--- config.mk ---
export PLATFORM = sky130hd
export DESIGN_NAME = window_3x3_flat
export DESIGN_NICKNAME = d
export VERILOG_FILES = /design/src/rtl/img_pkg.sv /design/src/rtl/window_3x3_if.sv /design/src/rtl/win_col_shift.sv /design/src/rtl/window_3x3.sv /design/src/flat_wrapper.sv
export SDC_FILE = /design/constraint.sdc
export NUM_CORES = 1
export LEC_CHECK = 0
export ABC_AREA = 0
export BUFFER_PORTS_ARGS = -buffer_cell sky130_fd_sc_hd__buf_2
export CAP_MARGIN = 25
export CORE_UTILIZATION = 30
export DETAILED_ROUTE_END_ITERATION = 10
export PLACE_DENSITY = 0.53
export SYNTH_ARGS = -nofsm -noshare
export SYNTH_HDL_FRONTEND = slang
export SYNTH_SLANG_ARGS = --single-unit
--- constraint.sdc ---
create_clock -name clk -period 4.65 [get_ports clk]
set_input_delay 0.93 -clock clk [delete_from_list [all_inputs] [get_ports clk]]
set_output_delay 0.93 -clock clk [all_outputs]
set_load 0.02 [all_outputs]
--- src/rtl/img_pkg.sv ---
// Shared image types for the 3x3 window former and the kernels fed by it.
// Latency: n/a (types and constants only).
// Backpressure: n/a.
//
// Contents: default geometry, tap index constants (k = 3*y + x, y=0 top,
// x=0 left/oldest), pixel and window types, and window flag struct.
package img_pkg;

  localparam int DATA_WIDTH_DEF = 16;
  localparam int WIDTH_DEF      = 1920;
  localparam int HEIGHT_DEF     = 1080;
  localparam int COL_BITS_DEF   = 11;
  localparam int ROW_BITS_DEF   = 11;

  localparam int TAP_ROWS = 3;
  localparam int TAP_COLS = 3;
  localparam int NUM_TAPS = TAP_ROWS * TAP_COLS;

  // Named taps so kernels do not hard-code k = 3*y + x.
  localparam int TAP_TL = 0;
  localparam int TAP_TC = 1;
  localparam int TAP_TR = 2;
  localparam int TAP_ML = 3;
  localparam int TAP_MC = 4;
  localparam int TAP_MR = 5;
  localparam int TAP_BL = 6;
  localparam int TAP_BC = 7;
  localparam int TAP_BR = 8;

  typedef logic [DATA_WIDTH_DEF-1:0] pixel_t;

  // Packed so element k lands at [k*DATA_WIDTH +: DATA_WIDTH] of the flat bus.
  typedef pixel_t [NUM_TAPS-1:0] win_arr_t;

  typedef struct packed {
    logic sol;
    logic eol;
    logic sof;
    logic eof;
  } win_flags_t;

  function automatic int tap_idx(input int y, input int x);
    return TAP_COLS * y + x;
  endfunction

endpackage

--- src/rtl/window_3x3_if.sv ---
// Stream interfaces around the 3x3 window former.
// Latency: n/a (wiring only).
// Backpressure: none; both streams are valid-only.
//
// pix3_if: three column-aligned rows (top = r-2, mid = r-1, bot = r) + valid/sof.
// win_if : flat 9-tap window + valid and line/frame position flags.
interface pix3_if #(
  parameter int DATA_WIDTH = 16
);
  logic [DATA_WIDTH-1:0] row_top;
  logic [DATA_WIDTH-1:0] row_mid;
  logic [DATA_WIDTH-1:0] row_bot;
  logic                  in_valid;
  logic                  in_sof;

  modport master (output row_top, row_mid, row_bot, in_valid, in_sof);
  modport slave  (input  row_top, row_mid, row_bot, in_valid, in_sof);
endinterface

interface win_if
  import img_pkg::*;
#(
  parameter int DATA_WIDTH = 16
);
  logic [NUM_TAPS*DATA_WIDTH-1:0] win;
  logic                           out_valid;
  logic                           out_sol;
  logic                           out_eol;
  logic                           out_sof;
  logic                           out_eof;

  modport master (output win, out_valid, out_sol, out_eol, out_sof, out_eof);
  modport slave  (input  win, out_valid, out_sol, out_eol, out_sof, out_eof);
endinterface

--- src/rtl/win_col_shift.sv ---
// 3-deep column shift register for one window row; advances only when enabled.
// Latency: 1 clk from an enabled beat to the new value appearing on taps_o[2].
// Backpressure: none; en_i gates movement, idle cycles hold the contents.
//
// Ports: clk, rst (sync, active-high), en_i, d_i (incoming pixel),
//        taps_o[x] with x=0 oldest/left and x=2 newest.
module win_col_shift #(
  parameter int DATA_WIDTH = 16
) (
  input  logic                       clk,
  input  logic                       rst,
  input  logic                       en_i,
  input  logic [DATA_WIDTH-1:0]      d_i,
  output logic [2:0][DATA_WIDTH-1:0] taps_o
);

  logic [2:0][DATA_WIDTH-1:0] taps_q;
  logic [2:0][DATA_WIDTH-1:0] taps_d;

  always_comb begin
    taps_d = taps_q;
    if (en_i) begin
      taps_d[0] = taps_q[1];
      taps_d[1] = taps_q[2];
      taps_d[2] = d_i;
    end
  end

  always_ff @(posedge clk) begin
    if (rst) begin
      taps_q <= '0;
    end else begin
      taps_q <= taps_d;
    end
  end

  assign taps_o = taps_q;

endmodule

--- src/rtl/window_3x3.sv ---
// Builds a 3x3 neighbourhood from three line-aligned pixel streams; border pixels dropped.
// Latency: exactly 1 clk from the accepted interior beat to out_valid/win.
// Backpressure: none; every out_valid beat must be consumed downstream.
//
// Ports: clk, rst (sync, active-high), pix_i (pix3_if.slave: row_top/mid/bot,
//        in_valid, in_sof), win_o (win_if.master: win, out_valid, out_sol,
//        out_eol, out_sof, out_eof). Output image is (WIDTH-2)x(HEIGHT-2).
module window_3x3
  import img_pkg::*;
#(
  parameter int DATA_WIDTH = DATA_WIDTH_DEF,
  parameter int WIDTH      = WIDTH_DEF,
  parameter int HEIGHT     = HEIGHT_DEF,
  parameter int COL_BITS   = COL_BITS_DEF,
  parameter int ROW_BITS   = ROW_BITS_DEF
) (
  input  logic   clk,
  input  logic   rst,
  pix3_if.slave  pix_i,
  win_if.master  win_o
);

  localparam logic [COL_BITS-1:0] COL_LAST  = COL_BITS'(WIDTH - 1);
  localparam logic [ROW_BITS-1:0] ROW_LAST  = ROW_BITS'(HEIGHT - 1);
  localparam logic [COL_BITS-1:0] COL_WIN0  = COL_BITS'(2);
  localparam logic [ROW_BITS-1:0] ROW_WIN0  = ROW_BITS'(2);

  // Row inputs indexed by window y (0 = top = oldest line).
  logic [2:0][DATA_WIDTH-1:0]      row_in;
  logic [2:0][2:0][DATA_WIDTH-1:0] taps;

  assign row_in[0] = pix_i.row_top;
  assign row_in[1] = pix_i.row_mid;
  assign row_in[2] = pix_i.row_bot;

  for (genvar y = 0; y < TAP_ROWS; y++) begin : g_row
    win_col_shift #(
      .DATA_WIDTH (DATA_WIDTH)
    ) u_shift (
      .clk    (clk),
      .rst    (rst),
      .en_i   (pix_i.in_valid),
      .d_i    (row_in[y]),
      .taps_o (taps[y])
    );
  end

  logic [COL_BITS-1:0] col_q, col_d;
  logic [ROW_BITS-1:0] row_q, row_d;
  logic                vld_q, vld_d;
  win_flags_t          flags_q, flags_d;
  logic [NUM_TAPS-1:0][DATA_WIDTH-1:0] win_q, win_d;

  // An sof beat is position (0,0) whatever the counters say.
  logic [COL_BITS-1:0] col_eff;
  logic [ROW_BITS-1:0] row_eff;
  logic                at_col_last;
  logic                at_row_last;
  logic                interior;

  assign col_eff     = pix_i.in_sof ? '0 : col_q;
  assign row_eff     = pix_i.in_sof ? '0 : row_q;
  assign at_col_last = (col_eff == COL_LAST);
  assign at_row_last = (row_eff == ROW_LAST);
  // Beats at col 0/1 or row 0/1 still shift taps but never complete a window,
  // which also keeps windows from straddling lines or frames.
  assign interior    = (col_eff >= COL_WIN0) && (row_eff >= ROW_WIN0);

  always_comb begin
    col_d   = col_q;
    row_d   = row_q;
    vld_d   = 1'b0;
    flags_d = '0;
    win_d   = win_q;
    if (pix_i.in_valid) begin
      if (at_col_last) begin
        col_d = '0;
        row_d = at_row_last ? '0 : row_eff + 1'b1;
      end else begin
        col_d = col_eff + 1'b1;
        row_d = row_eff;
      end
      if (interior) begin
        vld_d       = 1'b1;
        flags_d.sol = (col_eff == COL_WIN0);
        flags_d.eol = at_col_last;
        flags_d.sof = (row_eff == ROW_WIN0) && (col_eff == COL_WIN0);
        flags_d.eof = at_row_last && at_col_last;
        // Window as it will stand after this beat's shift: the two newest
        // stored columns become x=0/1 and the incoming pixel is x=2.
        for (int y = 0; y < TAP_ROWS; y++) begin
          win_d[tap_idx(y, 0)] = taps[y][1];
          win_d[tap_idx(y, 1)] = taps[y][2];
          win_d[tap_idx(y, 2)] = row_in[y];
        end
      end
    end
  end

  always_ff @(posedge clk) begin
    if (rst) begin
      col_q   <= '0;
      row_q   <= '0;
      vld_q   <= 1'b0;
      flags_q <= '0;
      win_q   <= '0;
    end else begin
      col_q   <= col_d;
      row_q   <= row_d;
      vld_q   <= vld_d;
      flags_q <= flags_d;
      win_q   <= win_d;
    end
  end

  assign win_o.win       = win_q;
  assign win_o.out_valid = vld_q;
  assign win_o.out_sol   = flags_q.sol;
  assign win_o.out_eol   = flags_q.eol;
  assign win_o.out_sof   = flags_q.sof;
  assign win_o.out_eof   = flags_q.eof;

endmodule

--- src/flat_wrapper.sv ---
// flat-port wrapper written by rule: the top's interface ports become plain ports
module window_3x3_flat import img_pkg::*;
#(
  parameter int DATA_WIDTH = DATA_WIDTH_DEF,
  parameter int WIDTH      = WIDTH_DEF,
  parameter int HEIGHT     = HEIGHT_DEF,
  parameter int COL_BITS   = COL_BITS_DEF,
  parameter int ROW_BITS   = ROW_BITS_DEF
)
  (clk, rst, pix_i_row_top, pix_i_row_mid, pix_i_row_bot, pix_i_in_valid, pix_i_in_sof, win_o_win, win_o_out_valid, win_o_out_sol, win_o_out_eol, win_o_out_sof, win_o_out_eof);
  pix3_if #(.DATA_WIDTH(DATA_WIDTH)) pix_i_i ();
  win_if #(.DATA_WIDTH(DATA_WIDTH)) win_o_i ();
  input  logic clk;
  input  logic rst;
  input wire logic [$bits(pix_i_i.row_top)-1:0] pix_i_row_top;
  input wire logic [$bits(pix_i_i.row_mid)-1:0] pix_i_row_mid;
  input wire logic [$bits(pix_i_i.row_bot)-1:0] pix_i_row_bot;
  input wire logic [$bits(pix_i_i.in_valid)-1:0] pix_i_in_valid;
  input wire logic [$bits(pix_i_i.in_sof)-1:0] pix_i_in_sof;
  output wire logic [$bits(win_o_i.win)-1:0] win_o_win;
  output wire logic [$bits(win_o_i.out_valid)-1:0] win_o_out_valid;
  output wire logic [$bits(win_o_i.out_sol)-1:0] win_o_out_sol;
  output wire logic [$bits(win_o_i.out_eol)-1:0] win_o_out_eol;
  output wire logic [$bits(win_o_i.out_sof)-1:0] win_o_out_sof;
  output wire logic [$bits(win_o_i.out_eof)-1:0] win_o_out_eof;
  assign pix_i_i.row_top = pix_i_row_top;
  assign pix_i_i.row_mid = pix_i_row_mid;
  assign pix_i_i.row_bot = pix_i_row_bot;
  assign pix_i_i.in_valid = pix_i_in_valid;
  assign pix_i_i.in_sof = pix_i_in_sof;
  assign win_o_win = win_o_i.win;
  assign win_o_out_valid = win_o_i.out_valid;
  assign win_o_out_sol = win_o_i.out_sol;
  assign win_o_out_eol = win_o_i.out_eol;
  assign win_o_out_sof = win_o_i.out_sof;
  assign win_o_out_eof = win_o_i.out_eof;
  window_3x3 #(.DATA_WIDTH(DATA_WIDTH), .WIDTH(WIDTH), .HEIGHT(HEIGHT), .COL_BITS(COL_BITS), .ROW_BITS(ROW_BITS)) u_core (.clk(clk), .rst(rst), .pix_i(pix_i_i), .win_o(win_o_i));
endmodule
# Word-level counts from Yosys, hierarchy flattened

Index checks and enable logic that the tools add are counted.

$add $sub $neg: 2
Magnitude comparators: 2
Equality and inequality tests: 4
Muxes and demuxes: 6
Bitwise logic cells: 2
Reductions and logical operators: 6

Operator list:

| cell                                                                                  | number |
|---|---|
| 11-bit 2-to-1 mux                                                                     | 5 |
| 11-bit by 1-bit adder with 11-bit output (second input constant)                      | 2 |
| 11-bit equality test (second input constant)                                          | 2 |
| 11-bit by 2-bit equality test with 1-bit output (second input constant)               | 2 |
| 11-bit by 2-bit greater-or-equal comparator with 1-bit output (second input constant) | 2 |
| 1-bit logical AND                                                                     | 3 |
| 3-bit OR reduction                                                                    | 1 |
| 1-bit inverter                                                                        | 2 |
| 2-bit AND reduction                                                                   | 1 |
| 2-bit OR reduction                                                                    | 1 |
| 1-bit 2-to-1 mux                                                                      | 1 |

Register bits: 267
Input port bits: 52
Output and inout port bits: 149
Word-level logic and storage cells: 44

# Depth between registers and ports, before layout

Gate-level depths: netlist of the first run.

Depth in word-level cells: 5
Gate-level depth with buffers: 11
Gate-level depth less buffers: 8

# Hierarchy

From an unflattened synthesis of the first run, not the netlist that was laid out.

Cell total of the unflattened synthesis: 1,135
Area total of the unflattened synthesis: 12,029.0 um2

Modules (own cells, without submodules):

| module        | instances | cells each | area an instance (um2) | sequential area each (um2) |
|---|---|---|---|---|
| window_3x3    | 1         | 670        | 6,841.6                | 3,423.3 |
| win_col_shift | 3         | 155        | 1,729.2                | 960.9 |

# Worst setup path before layout of the first run

OpenSTA, ideal clock, no wires.

Path kind: input to register
From: input port pix_i_in_sof
To: register u_core.row_q[8]
Library setup time: 0.074 ns
Data arrival time: 3.038 ns
Data required time: 4.576 ns
Slack: 1.538 ns
Stages on the path: 10
Buffers on the path: 2
Path through: clkbuf_1 -> clkbuf_1 -> nand2b_1 -> inv_1 -> ha_1 -> nand4b_1 -> nor4_2 -> nand3_1 -> or4_1 -> a31oi_1

Word-level cells in the longest chain between the ends: 4
Elaborated cells on any way between the ends: 7
Classes of those cells: add/sub: 1; eq/ne: 2; mux: 4

RTL lines:

| item                                                                             | RTL line                           | source |
|---|---|---|
| start, declared                                                                  | flat_wrapper.sv:19                 | `input wire logic [$bits(pix_i_i.in_sof)-1:0] pix_i_in_sof;` |
| 11-bit 2-to-1 mux                                                                | window_3x3.sv:62                   | `assign row_eff = pix_i.in_sof ? '0 : row_q;` |
| 11-bit by 1-bit adder with 11-bit output or 11-bit equality test (tied branches) | window_3x3.sv:78, window_3x3.sv:64 |  |
| 11-bit 2-to-1 mux                                                                | window_3x3.sv:78                   | `row_d = at_row_last ? '0 : row_eff + 1'b1;` |
| 11-bit 2-to-1 mux (*)                                                            | window_3x3.sv:76                   | `if (at_col_last) begin` |
| end signal, assigned                                                             | window_3x3.sv:109                  | `row_q <= row_d;` |
| end, declared                                                                    | window_3x3.sv:49                   | `logic [ROW_BITS-1:0] row_q, row_d;` |

Every way passes the cells marked *; elsewhere a longest branch is shown, timed or not.
A chain may end at the register's enable or synchronous reset.

# Worst setup path in the final report of the first run

Same ends and word-level chain as after synthesis.

==> impl_summary.txt, run 1 <==
----------------------------------------------------
[Status]
  Result of the run ... complete, no violations

[Clocking]
  Root cell of the clock tree ... clkbuf_16
  Sinks on the clock net ... 267
  Maximum buffer depth of the clock tree ... 3
  Number of buffers created by CTS ... 30
  Hold-fix buffer count after cts ... 0
  Max H-tree Level ... 1
  Clock latency at the later pin of the worst-skew pair ... about 0.55 ns
  Clock transition at the register clock pins on the worst setup and hold paths after CTS ... around 0.06 ns
  Number of instances resized during post-cts repair ... 0
  Number of post-CTS setup repair buffers ... 0
  TritonCTS clock tree ... done

[Floorplan]
  IO Pins ... 201
  Starting Density ... 30.9%
  Horizontal die dimension ... 183 µm
  DIE AREA ... approximately 0.034 mm²
  Area of the core ... 0.0319 mm²
  Die H ... between 150 and 200 µm
  Rows ... 65

[Yosys]
  YS warnings ... 0
  Syn Nets ... 1192
  Top cells by area in the synthesized netlist ... dfxtp_1 (54%), nand2_1 (12%), mux2i_1 (10%), a21oi_1 (7.7%), nor2_1 (4.5%)
  Fraction of synthesis flops using an asynchronous set or reset pin ... 0%
  Share of Yosys cell area claimed by the top area cell type ... 54.3%
  Flip-flop and latch count after synthesis ... about 270
  Per-instance average area after synthesis ... 8.66 µm²
  Share of the yosys chip area belonging to registers ... 54.3%
  Largest area contributor in the netlist ... dfxtp_1
  Number of distinct library cell variants in the gate-level netlist after synthesis ... 48
  Post-synthesis instance total ... 1136
  Synthesized cell area ... 0.00984 mm²
  Most repeated cell in the gate-level netlist after synthesis ... nand2_1
  Prevailing post-synth register cell ... dfxtp_1
  EDFF count, synth ... 0
  Most used standard cells in the synthesized netlist ... nand2_1 (312), dfxtp_1 (267), a21oi_1 (151)

[Route]
  Antenna-violating nets left ... 0
  Post-detailed-routing wire length ... ~24000 µm
  Initial DRC count ... 379
  Wire length per cell ... 13.9 µm
  DRC violations left ... 0
  Number of detailed-routing iterations run before antenna repair ... 4
  Post-DR vias/cell ... 4.61
  Total number of vias ... 8059

[Critical path]
  Endpoint kind of the worst setup timing path ... flop
  Path type of the worst setup path ... primary input to flop
  R2r startpoint ... u_core.row_q[6]
  Library cell contributing the largest single delay on the critical path ... or4_1
  Highest fanout seen on the critical path ... 33
  Cell depth of the worst flop-to-flop path ... 6
  Launch point of the critical path ... pix_i_in_sof
  Critical path startpoint category ... primary input
  Flop2flop setup slack ... 1.91 ns
  Crit path max-delay family ... simple AND/OR/NAND/NOR gates
  Buffering stage count on the worst path with inverters included ... 3
  Data arrival time at the worst-slack endpoint ... 3.31 ns
  Cells along the critical path ... buf_2 > nand2b_1 > inv_1 > ha_1 > nand4b_1 > nor4_2 > buf_4 > nand3_1 > or4_1 > a31oi_1
  Critical R2R Capture ... u_core.win_o.win[56]
  Critical Path Max Stage Delay ... 0.49 ns
  Required arrival time at the worst endpoint ... 5.11 ns

[Timing]
  Fin crit period ... 2.86 ns
  Clock tree skew after final layout ... 0.00806 ns
  Part of the cycle the worst path needs ... 61.4%
  Hold violation count in the final report ... 0
  Relative max-transition margin ... between 30% and 40%
  Finish-stage setup viols ... 0
  Highest clock rate ... ~0.35 GHz
  Setup tns final ... 0 ns
  Setup repair after global routing missed its margin ... no
  Pins over their slew limit ... 0
  Transition time at the pin with the least slew margin ... 0.924 ns
  Setup slack after layout ... around 1.8 ns

[Global routing]
  First-pass GRT wire length ... 40200 µm
  Aggregate global routing overflow ... 0
  Number of antenna violations at the first check in global routing ... 1
  Via count of the first global-routing pass ... 7686
  Pin count of the biggest net entering global routing ... ~140
  Total routing resource utilization after global routing ... 14.4%

[Finish]
  Diode insertion count for antenna repair ... 0
  Non-filler cells, final ... 1748
  Number of fillers in the final layout ... approximately 3400
  Proportion of layout cells with a drive suffix above 1 ... 19.6%
  Nets@finish ... 1351
  Syn-to-layout area delta ... 22.7%
  Util after Layout ... 37.8%

[Placed design]
  Estimated wirelength of the detail-placed design ... 14900 µm
  Routability-driven placement congestion ratio ... roughly 0.80
  Total placed cells including tap cells ... 1698
  Worst slack at placement ... 1.19 ns
  IO Port Bufs ... 200

[Pwr]
  Maximum vdd ir drop ... 268 µV
  Cell area power density ... 395 mW/mm²
  LEAKAGE ... ~5.0 nW

[Hold path]
  Min-Delay Startpoint ... u_core.g_row[1].u_shift.taps_o[24]
  Class of the tightest hold or removal check ... flop to flop
  End point of the worst hold path ... u_core.win_o.win[56]
  Worst hold path stage count ... 2

[Flow run]
  Number of maximum-capacitance constraint violations ... 0

----------------------------------------------------
==> stage by stage <==
step / hold WS [ns] / cell area, µm² / power [mW]
floorplan: 0.431 / 9840 / 2.53
global placement: 0.437 / 11100 / 2.59
detailed placement: 0.443 / 11100 / 2.59
CTS: 0.450 / 12100 / 4.84
global route: 0.464 / 12100 / 4.96
finish: 0.449 / 12100 / 4.76
==> layer usage <==
metal  part of all wire [%]  up-vias  GRT usage, %
met5                  0.053        -             0
met1                     48     3749          19.0
met3                    7.5       36          4.57
li1                       -     4087             -
met4                    2.0        2          3.37
met2                     43      185          22.7
==> placed cells by master (no fill, tap or decap), drive strengths merged, types with 2 or more instances in the layout <==
master	n
mux2i	100
nand3	6
o21ai	16
and3	2
ha	4
nor2b	3
nand2b	7
nand2	312
or4	7
a32oi	2
nor4	5
nand3b	3
buf	207
and2	2
a31oi	3
dfxtp	267
clkinv	5
a311oi	2
nand4	7
nor2	119
o31ai	2
a21oi	151
clkbuf	44
or3	2
nand4b	3
nor3	9
inv	5
==> cell type report <==
cell class	instances	area, µm²	share of cell area [%]
clock buffer	43	850	7.04
inverter	5	18.8	0.156
sequential	267	5350	44.3
tap	435	544	4.51
multi-input combinational	783	4120	34.1
timing repair buffer	208	1110	9.23
clock inverter	7	77.6	0.643
==> cell families (layout without fill, tap and decap cells) <==
family,count (synthesis),after routing,synth area share (%)
DFF,267,267,54.3
buffers and inverters,86,263,4.03
and+or+nand+nor,490,490,20.6
muxes,100,100,10.2
AOI/OAI and AO/OA,189,189,10.4
adders and majority gates,4,4,0.509
==> worst register-to-register path, delay by kind of cell, from the launching register on <==
kind / cells / cell delay, ns
and+or+nand+nor: 3 / 1.16
AOI/OAI and AO/OA: 2 / 0.82
buffers and inverters: 1 / 0.36
DFF: 1 / 0.33
==> worst max path at each step <==
stage	end	slack, ns	cells after the start
final	u_core.row_q[8]	1.79	10
after global routing	u_core.win_o.win[73]	1.47	8
after CTS	u_core.win_o.win[12]	1.77	8
after detailed placement	u_core.win_o.win[8]	1.19	8
after global placement	u_core.win_o.win[1]	1.23	8
after floorplan	u_core.row_q[8]	1.54	10
==> power breakdown <==
part | switching, mW | internal [mW] | total, mW
Clock | 0.912 | 1.31 | 2.22
Sequential | 0.0270 | 2.33 | 2.36
Combinational | 0.110 | 0.0719 | 0.182
==> state kept, by name, summed over array words and instances (netlist names) <==
signal and cells:
u_core.win_o.out_sol 1, u_core.win_o.out_eol 1, u_core.row_q 11, u_core.win_o.out_eof 1, u_core.win_o.win 144, u_core.win_o.out_valid 1, u_core.win_o.out_sof 1, u_core.col_q 11
u_core.g_row.u_shift.taps_o 96
Note: power is estimated with default switching activity, not from simulation.
==> run 2: changes to the inputs <==
ABC_AREA = 1   (was 0)
PLACE_DENSITY = 0.52   (was 0.53)
clock period = 2.8 ns   (was 4.65 ns; I/O delays follow)
==> run 2 against run 1 <==
Die area rose by 9.3%. Sequential share of layout area fell by 3.9 points. Utilization fell by 0.50 points. Largest power group is now the clock network. Clock skew barely moved. Critical endpoint is now u_core.col_q[9]. Final area rose by 9.6%.
==> impl_summary.txt, run 2 <==
----------------------------------------------------
[Floorplan]
  Die H ... 191 µm
  Horizontal die dimension ... 191 µm
  DIE AREA ... 0.0366 mm²
  Starting Density ... between 30 and 40%
  IO Pins ... 201
  Rows ... 69
  Area of the core ... 0.0354 mm²

[Critical path]
  Top cell by count, worst path ... nor2_1
  R2r startpoint ... u_core.col_q[1]
  Critical path startpoint category ... flop
  Critical R2R Capture ... u_core.col_q[9]
  Path type of the worst setup path ... flop to flop
  Cells along the critical path ... inv_1 > nor2_1 > ha_1 > nand2_1 > nor2_2 > nand3_1 > nor2_1 > buf_4 > nor2_1 > nand3_1 > a21oi_1
  Endpoint kind of the worst setup timing path ... flop
  Highest fanout seen on the critical path ... 20
  Cell depth of the worst flop-to-flop path ... 11
  Data arrival time at the worst-slack endpoint ... 2.58 ns
  Required arrival time at the worst endpoint ... 3.22 ns
  Critical Path Max Stage Delay ... 0.33 ns
  Flop2flop setup slack ... 0.64 ns
  Library cell contributing the largest single delay on the critical path ... dfxtp_1

[Route]
  Initial DRC count ... 609
  Total number of vias ... about 9600
  Wire length per cell ... 14.4 µm
  Post-DR vias/cell ... 4.57
  Post-detailed-routing wire length ... approximately 30000 µm
  Antenna-violating nets left ... 0
  DRC violations left ... 0
  Number of detailed-routing iterations run before antenna repair ... 5

[Yosys]
  Fraction of synthesis flops using an asynchronous set or reset pin ... 0%
  Most repeated cell in the gate-level netlist after synthesis ... nor2_1
  Per-instance average area after synthesis ... 7.29 µm²
  Post-synthesis instance total ... 1477
  Most used standard cells in the synthesized netlist ... nor2_1 (475), dfxtp_1 (267), nand2_1 (236)
  Number of distinct library cell variants in the gate-level netlist after synthesis ... 28
  Top cells by area in the synthesized netlist ... dfxtp_1 (50%), nor2_1 (17%), nand3b_1 (8.8%), nand2_1 (8.2%), o21ai_0 (4.8%)
  Flip-flop and latch count after synthesis ... 267
  YS warnings ... 0
  EDFF count, synth ... 0
  Synthesized cell area ... 0.0108 mm²
  Share of Yosys cell area claimed by the top area cell type ... 49.7%
  Largest area contributor in the netlist ... dfxtp_1
  Share of the yosys chip area belonging to registers ... 49.7%
  Syn Nets ... 1533
  Prevailing post-synth register cell ... dfxtp_1

[Clocking]
  Clock latency at the later pin of the worst-skew pair ... 0.56 ns
  TritonCTS clock tree ... done
  Maximum buffer depth of the clock tree ... 3
  Number of buffers created by CTS ... 30
  Hold-fix buffer count after cts ... 0
  Root cell of the clock tree ... clkbuf_16
  Max H-tree Level ... 1
  Number of post-CTS setup repair buffers ... 0
  Clock transition at the register clock pins on the worst setup and hold paths after CTS ... approximately 0.060 ns
  Sinks on the clock net ... 267
  Number of instances resized during post-cts repair ... 0

[Pwr]
  LEAKAGE ... 5.90 nW
  Maximum vdd ir drop ... 433 µV
  Sequential power share ... a little under half
  Pint ... about 6.5 mW
  Switching Power ... 1.94 mW
  Comb pwr share ... about 5.6%
  Part of the power in the clock network ... 47.5%
  Switching part of the total power ... 23.1%
  Cell area power density ... 636 mW/mm²

[Global routing]
  First-pass GRT wire length ... 48500 µm
  Total routing resource utilization after global routing ... approximately 16%
  Pin count of the biggest net entering global routing ... 130
  Aggregate global routing overflow ... 0
  Number of antenna violations at the first check in global routing ... 0
  Via count of the first global-routing pass ... 8962

[Finish]
  Most common cell after layout, fill and taps aside ... nor2_1
  Syn-to-layout area delta ... 22.8%
  Number of flip-flops under the largest register name ... 144
  Non-filler cells, final ... 2110
  Proportion of layout cells with a drive suffix above 1 ... roughly 17%
  Nets@finish ... roughly 1700
  Most frequent cells in the layout ... nor2_1 (475), dfxtp_1 (267), nand2_1 (236)
  Diode insertion count for antenna repair ... 0

[Timing]
  Clock tree skew after final layout ... 0.00852 ns
  Hold violation count in the final report ... 0
  Finish-stage setup viols ... 0
  Relative max-transition margin ... 61.3%
  Setup repair after global routing missed its margin ... no
  Highest clock rate ... 0.464 GHz
  Fin crit period ... about 2.2 ns
  Setup tns final ... 0 ns
  Transition time at the pin with the least slew margin ... 0.581 ns
  Part of the cycle the worst path needs ... 77.0%
  Pins over their slew limit ... 0

[Hold path]
  Class of the tightest hold or removal check ... primary input to flop
  Worst hold path stage count ... 3
  Min-Delay Startpoint ... pix_i_row_bot[9]
  End point of the worst hold path ... u_core.g_row[2].u_shift.taps_o[41]

[Placed design]
  Routability-driven placement congestion ratio ... 0.811
  Estimated wirelength of the detail-placed design ... 19600 µm
  Total placed cells including tap cells ... 2056
  IO Port Bufs ... 200

[Flow run]
  Number of maximum-capacitance constraint violations ... 0

[Status]
  Result of the run ... complete, no violations

----------------------------------------------------
==> run 2: cell type report <==
cell class | count | area (µm²)
clock inverters | 9 | 114
multi-input cells | 1055 | 4790
repair buffers | 220 | 1280
well taps | 461 | 577
fillers | 3795 | 22200
clock buffers | 45 | 907
inverters | 53 | 208
flip-flops and latches | 267 | 5350
==> run 2: stage by stage <==
step / hold WS, ns / util (%) / cell area, µm² / total power, mW / worst slack (ns)
CTS: 0.210 / 37.3 / 13200 / 8.57 / 0.692
global route: 0.225 / 37.3 / 13200 / 8.78 / 0.453
global placement: 0.449 / 34.5 / 12200 / 4.50 / 0.320
detailed placement: 0.458 / 34.5 / 12200 / 4.50 / 0.242
finish: 0.242 / 37.3 / 13200 / 8.41 / 0.643
floorplan: 0.442 / - / 10800 / 4.33 / 0.379
==> run 2: metal layers <==
layer	part of all wire, %	global-route usage, %
met1	47	22.0
met2	46	26.6
met3	5.3	2.75
met4	1.6	3.79
met5	0	0
==> run 2: power groups by stage <==
stage	clock network (mW)	registers (mW)	logic [mW]
after detailed placement	0	4.03	0.474
after CTS	4.14	3.95	0.476
final	4.00	3.95	0.469
after global routing	4.29	3.96	0.529
after floorplan	0	4.01	0.325
after global placement	0	4.03	0.474
==> run 2: kinds of logic (layout without fill, tap and decap cells) <==
logic type	Yosys count	count (layout)	share of synthesized area (%)
fa+ha+maj	4	4	0.465
xor+xnor	2	2	0.163
flops	267	267	49.7
buf+inv	155	327	5.94
compound gates	152	152	7.12
simple gates	897	897	36.7
==> run 2: critical path, delay by kind of cell (launching register included) <==
family | cells | cell delay [ns]
and+or+nand+nor | 7 | 1.11
DFF | 1 | 0.33
buffers and inverters | 2 | 0.30
adders and majority gates | 1 | 0.22
AOI/OAI and AO/OA | 1 | 0.06
==> run 2: how the worst max path moves through the flow <==
| stage | startpoint | end | slack (ns) | cells after the start |
|---|---|---|---|---|
| 6_report | u_core.col_q[1] | u_core.col_q[9] | 0.64 | 11 |
| 5_1_grt | u_core.col_q[1] | u_core.col_q[9] | 0.45 | 11 |
| 4_1_cts | u_core.col_q[1] | u_core.col_q[9] | 0.69 | 11 |
| 3_5_place_dp | pix_i_in_sof | u_core.win_o.win[10] | 0.24 | 14 |
| 3_3_place_gp | pix_i_in_sof | u_core.win_o.win[11] | 0.32 | 14 |
| 2_1_floorplan | pix_i_in_sof | u_core.win_o.win[103] | 0.38 | 16 |
